===== config.mk =====
export PLATFORM = sky130hd
export DESIGN_NAME = rr_reg_arbiter
export DESIGN_NICKNAME = d
export VERILOG_FILES = /design/src/rtl/rr_reg_arbiter.sv
export SDC_FILE = /design/constraint.sdc
export NUM_CORES = 1
export LEC_CHECK = 0
export BUFFER_PORTS_ARGS = -buffer_cell sky130_fd_sc_hd__buf_2
export CORE_MARGIN = 2
export CORE_UTILIZATION = 45
export CTS_BUF_LIST = sky130_fd_sc_hd__clkbuf_8
export DETAILED_ROUTE_END_ITERATION = 7
export PLACE_DENSITY = 0.77
export SLEW_MARGIN = 10
export SYNTH_ARGS = -nofsm -noshare
export SYNTH_HDL_FRONTEND = slang
export SYNTH_SLANG_ARGS = --single-unit

===== constraint.sdc =====
create_clock -name clk -period 2.15 [get_ports clk]
set_input_delay 0.3225 -clock clk [delete_from_list [all_inputs] [get_ports clk]]
set_output_delay 0.3225 -clock clk [all_outputs]
set_load 0.01 [all_outputs]

===== src/rtl/rr_reg_arbiter.sv =====
// Round-robin arbiter: N requesters share one registered W-bit output stage.
// A grant lasts one transfer, or up to MAX_BURST transfers while the winner holds LOCK.
module rr_reg_arbiter #(
   parameter int N         = 4,
   parameter int W         = 8,
   parameter int MAX_BURST = 4
) (
   input  logic           clk,
   input  logic           rst_n,
   input  logic [N-1:0]   req,
   input  logic [N-1:0]   lock,
   input  logic [N*W-1:0] in,
   output logic [N-1:0]   gnt,
   output logic [W-1:0]   out,
   output logic           out_vld,
   output logic           busy
);

   localparam int PW = (N > 1) ? $clog2(N) : 1;
   localparam int CW = $clog2(MAX_BURST + 1);

   typedef enum logic {IDLE, GRANT} state_t;

   state_t          state_reg, state_next;
   logic [PW-1:0]   ptr_reg, ptr_next;
   logic [PW-1:0]   win_reg, win_next;
   logic [CW-1:0]   cnt_reg, cnt_next;
   logic [N-1:0]    gnt_reg, gnt_next;
   logic [W-1:0]    out_reg, out_next;
   logic            vld_reg, vld_next;

   logic [PW-1:0]   win_sel;
   logic [N-1:0]    win_onehot;
   logic [CW-1:0]   cnt_inc;
   logic [PW-1:0]   ptr_after;

   // Scan from the highest rotated offset down so the nearest request to ptr wins.
   always_comb begin
      win_sel = '0;
      for (int k = N - 1; k >= 0; k--) begin
         if (req[(int'(ptr_reg) + k) % N]) begin
            win_sel = PW'((int'(ptr_reg) + k) % N);
         end
      end
   end

   for (genvar gi = 0; gi < N; gi++) begin : g_onehot
      assign win_onehot[gi] = (win_sel == PW'(gi));
   end

   assign cnt_inc   = cnt_reg + CW'(1);
   assign ptr_after = (win_reg == PW'(N - 1)) ? '0 : win_reg + PW'(1);

   always_comb begin
      state_next = state_reg;
      ptr_next   = ptr_reg;
      win_next   = win_reg;
      cnt_next   = cnt_reg;
      gnt_next   = gnt_reg;
      out_next   = out_reg;
      vld_next   = 1'b0;
      case (state_reg)
         IDLE: begin
            if (|req) begin
               win_next   = win_sel;
               gnt_next   = win_onehot;
               cnt_next   = '0;
               state_next = GRANT;
            end
         end
         GRANT: begin
            if (req[win_reg]) begin
               out_next = in[int'(win_reg)*W +: W];
               vld_next = 1'b1;
               cnt_next = cnt_inc;
            end
            // A withdraw, an unlocked transfer or an exhausted burst all release.
            if (!req[win_reg] || !(lock[win_reg] && (int'(cnt_inc) < MAX_BURST))) begin
               gnt_next   = '0;
               ptr_next   = ptr_after;
               state_next = IDLE;
            end
         end
         default: begin
            gnt_next   = '0;
            state_next = IDLE;
         end
      endcase
   end

   always_ff @(posedge clk or negedge rst_n) begin
      if (!rst_n) begin
         state_reg <= IDLE;
         ptr_reg   <= '0;
         win_reg   <= '0;
         cnt_reg   <= '0;
         gnt_reg   <= '0;
         out_reg   <= '0;
         vld_reg   <= 1'b0;
      end else begin
         state_reg <= state_next;
         ptr_reg   <= ptr_next;
         win_reg   <= win_next;
         cnt_reg   <= cnt_next;
         gnt_reg   <= gnt_next;
         out_reg   <= out_next;
         vld_reg   <= vld_next;
      end
   end

   assign gnt     = gnt_reg;
   assign out     = out_reg;
   assign out_vld = vld_reg;
   assign busy    = (state_reg == GRANT);

endmodule

Yosys cells after proc, flatten, opt, wreduce, memory -nomap -nowiden
Index checks and enable logic that the tools add are counted.

operators by class
  add/sub/neg operators = 5
  eq/ne operators = 7
  mux-type cells = 31
  bitwise operators = 4
  reductions and logical operators = 14
  order comparisons = 6
  shift operators = 1

operators with widths
  kind                                                         count
  variable part select 32 x 6 -> 8 bit                         1
  2-to-1 mux 1 bit                                             13
  binary-select mux 1 bit (select 2 bit)                       6
  less-than comparator 3 x 4 -> 1 bit (second input constant)  3
  2-to-1 mux 2 bit                                             5
  AND reduction 2 bit                                          5
  2-to-1 mux 4 bit                                             2
  one-hot mux 4 bit (2 select lines)                           1
  == test 2 bit (second input constant)                        3
  less-than comparator 2 x 3 -> 1 bit (second input constant)  2
  2-to-1 mux 3 bit                                             2
  one-hot mux 3 bit (2 select lines)                           1
  OR reduction 2 bit                                           3
  adder 2 x 1 -> 2 bit (second input constant)                 2
  adder 2 bit (second input constant)                          2
  != test 2 x 1 -> 1 bit (second input constant)               2
  OR reduction 4 bit                                           1
  adder 3 x 1 -> 3 bit (second input constant)                 1
  AND 1 bit (first input constant)                             3
  less-than comparator 3 bit (second input constant)           1
  == test 2 x 1 -> 1 bit (second input constant)               1
  zero test 1 bit                                              2
  zero test 2 bit                                              1
  != test 2 bit (second input constant)                        1
  4 further kinds                                              4

storage, ports and cells
  output and inout bits = 14
  bits in registers = 21
  logic and storage cells = 75

Logic depth before layout (Yosys ltp)
  depth after elaboration = 13
  mapped depth = 6
  mapped depth without buffers = 5

Worst setup path before layout
No wires, ideal clock.

  path kind = reg-to-reg
  start point = reg win_reg[1]
  end point = reg out_reg[3], in the netlist out[3]
  path buffers = 1
  stages on the path, launching flop included = 5
  data required time = 2.025 ns
  data arrival time = 1.503 ns
  slack = 0.522 ns
  clock period less this slack = 1.628 ns
  cell sequence = dfrtp_1 -> mux4_2 -> nand2_4 -> buf_12 -> mux2_4

on the way
  word-level cells in the longest chain between the ends = 3
  elaborated cells on any way between the ends = 4

ends and longest elaborated chain
  item                                                                          RTL line  RTL
  start: declaration                                                            26        logic [PW-1:0] win_reg, win_next;
  start signal: assignment                                                      103       win_reg <= win_next;
  branches (longest 3 deep; another with variable part select 32 x 6 -> 8 bit)  --
  end signal: assignment                                                        106       out_reg <= out_next;
  end: declaration                                                              29        logic [W-1:0] out_reg, out_next;

Several ways; the timed one is not identified. The select of a mux whose other input is x is not followed.
A chain may end at the register's enable or synchronous reset.

Worst setup path in the final report
  start point = reg win_reg[1]
  end point = reg out_reg[7], in the netlist out[7]

The elaborated chain is that of the path after synthesis.

==> run_results.csv <==
group,metric,value,unit
setup_path,cp-start-kind,"flip-flop",
timing,fin_ws,421,ps
placed_design,gp_congestion,0.840,
yosys,async_reset_ff_frac,1.00,
drt,first_iter_violations,11,
layout,drive_above_1_share,0.570,
layout,area_growth,26.8,%
timing,post-route-period-util,0.804,
setup_path,criticalPathCategory,"flip-flop to flip-flop",
layout,largest_register_ffs,8,
drt,viasPerCell,5.76,
timing,setup-violations-final,0,
placed_design,dp_cells,176,
timing,finalSetupTns,0,ps
drt,drc,0,
clock_tree,clk_path_buf_depth,2,
placed_design,hpwl,2130,um
yosys,synth_top_cell_by_area,"dfrtp_1",
yosys,yosys_warnings,0,
grt,grt_util_met1,0.223,
clock_tree,cts_resized,0,
timing,clock.fmax,578,MHz
yosys,synth_top_area_share,0.423,
grt,grt.met2_usage,0.301,
grt,grt_pass1_wl,4330,um
power,p_sw_frac,0.370,
floorplanning,die_width,56.6,um
clock_tree,clk_latency,260,ps
timing,drv_slew,0,
power,vdd_ir_drop_max,0.743,mV
timing,worstMarginPinSlew,471,ps
setup_path,rr_startpoint,"win_reg[1]",
layout,fillCellCount,239,
timing,min_period,1730,ps
placed_design,post-place-ws,406,ps
grt,grt_max_degree,22,
floorplanning,io_pins,56,
setup_path,r2r_cells,3,
yosys,synthTopCellsByCount,"dfrtp_1, mux4_2, nand2_1",
clock_tree,clkTransAtPathRegs,70,ps
setup_path,required,2300,ps
setup_path,reg2reg_to,"out[7]",
grt,grt.total_usage,0.177,
layout,n_antenna_cell,0,
drt,firstDrtPassIters,4,
yosys,ys_types,29,
grt,first_global_vias,1008,
grt,grt-ovfl-total,0,
yosys,synth_fp_nets,136,
layout,num-nets-final,194,
grt,busiest_layer,"met2",
power,power.total,2150,uW
clock_tree,htree_levels,1,
power,p_leak,0.000784,uW
grt,antenna_found_initial,0,
power,clkPwrFrac,0.116,
min_path,hp-class,"primary input to asynchronous set/reset pin",
clock_tree,cts_made_buffers,3,
drt,routedWlPerCell,14.6,um
power,p_per_area,1370,nW/um^2
floorplanning,row_count,19,
clock_tree,postCtsHoldBufs,0,
yosys,synth_most_common_cell,"dfrtp_1",
drt,vias,1037,
timing,fin_hold_ws,4.37,ps
setup_path,cp_max_fo,15,
timing,finClkSkew,0.955,ps
yosys,syn_avg_cell_area,13.5,um^2
timing,final_hold_viol_count,0,
yosys,synth_ff_type,"dfrtp_1",
drt,routed_wl,2630,um
timing,slew_headroom,0.685,
setup_path,r2r_slack,420,ps
timing,rsz0062_at_grt,"false",
clock_tree,cts_root_buffer,"clkbuf_8",
power,share_comb_of_total_power,0.533,
clock_tree,tritoncts,"yes",
yosys,yosys-top-cells-area,"dfrtp_1, mux4_2, mux2_2",
run_status,status,"completed",
floorplanning,die_area,3200,um^2
power,switching_power,797,uW
setup_path,cp_data_arrival_time,1870,ps
layout,stdcell_count,180,
drt,antenna_left,0,
job,max_cap_viol_count,0,
floorplanning,core,2690,um^2
yosys,netlist_area,1240,um^2
power,p_int,1360,uW
grt,met3_usage,0.0253,
clock_tree,post_cts_buffers,0,
placed_design,port_buffers,55,
clock_tree,cts.sinks,21,
power,seq_power_share,0.352,
yosys,ys_seq_area_frac,0.423,
yosys,synth-seq-cells,21,
yosys,synthCells,92,
floorplanning,die_height,56.6,um
floorplanning,initial_utilization,0.463,
yosys,synth-edff-count,0,
setup_path,worstSetupEndpointType,"flip-flop",
## layout by cell type, fill, tap and decap left out, drive strengths merged
master | Yosys | routed
mux2 | 10 | 10
mux4 | 11 | 11
ha | 2 | 2
xor2 | 1 | 1
clkbuf | 0 | 3
nor2 | 3 | 3
a21oi | 2 | 2
a21o | 2 | 2
nor3b | 1 | 1
a21boi | 1 | 1
nand2b | 2 | 2
nand2 | 8 | 8
o32ai | 1 | 1
o32a | 1 | 1
mux2i | 1 | 1
a32o | 1 | 1
o22ai | 1 | 1
o21ai | 6 | 6
buf | 4 | 57
inv | 3 | 4
dfrtp | 21 | 21
nand3 | 4 | 4
a22o | 2 | 2
o2bb2ai | 3 | 3
nor3 | 1 | 1
## worst max path at each step
| stage | from | slack [ps] | cells past startpoint | to |
|---|---|---|---|---|
| 3_5_place_dp | win_reg[1] | 410 | 3 | out[7] |
| 5_1_grt | win_reg[1] | 330 | 3 | out[7] |
| 6_report | win_reg[1] | 420 | 3 | out[7] |
| 4_1_cts | win_reg[1] | 400 | 3 | out[7] |
| 3_3_place_gp | win_reg[1] | 470 | 3 | out[1] |
| 2_1_floorplan | win_reg[1] | 520 | 4 | out[3] |
## cells by family (layout without fill, tap and decap cells)
family,after synthesis,in the layout,synth area share
adder cells (fa/ha/maj),2,2,0.0201
buffers and inverters,7,64,0.0423
XOR/XNOR,1,1,0.00704
multiplexers,22,22,0.310
AND/OR/NAND/NOR,19,19,0.0755
AO/OA/AOI/OAI,20,20,0.123
flip-flops,21,21,0.423
## per-layer routing
metal / up-vias / part of all wire
met5: - / 0
met4: 0 / 0.023
met3: 8 / 0.049
met2: 37 / 0.54
met1: 519 / 0.39
li1: 473 / -
## worst max-delay path: stages, from the launching register on
cell	delay (ps)
dfrtp_1	450
mux4_2	580
nand2_4	210
mux2_2	360
## final cells by class
cell class	instances	area, um^2	share of cell area
Multi-Input combinational cell	64	666	0.422
Tap cell	31	38.8	0.0246
Inverter	3	11.3	0.00714
Clock buffer	3	41.3	0.0262
Sequential cell	21	526	0.333
Timing Repair Buffer	57	290	0.184
Clock inverter	1	3.75	0.00238
## through the flow
step	cell area, um^2	util
4_1_cts	1580	0.587
3_5_place_dp	1530	0.570
5_1_grt	1580	0.587
3_3_place_gp	1530	0.570
6_report	1580	0.587
2_1_floorplan	1240	-
## power by group through the flow
| stage | logic [uW] | clock network (uW) | registers (uW) |
|---|---|---|---|
| 5_1_grt | 1260 | 278 | 788 |
| 3_5_place_dp | 1160 | 0 | 764 |
| 3_3_place_gp | 1130 | 0 | 751 |
| 6_report | 1150 | 249 | 757 |
| 4_1_cts | 1170 | 258 | 758 |
| 2_1_floorplan | 833 | 0 | 793 |
(Power assumes the default switching activity.)
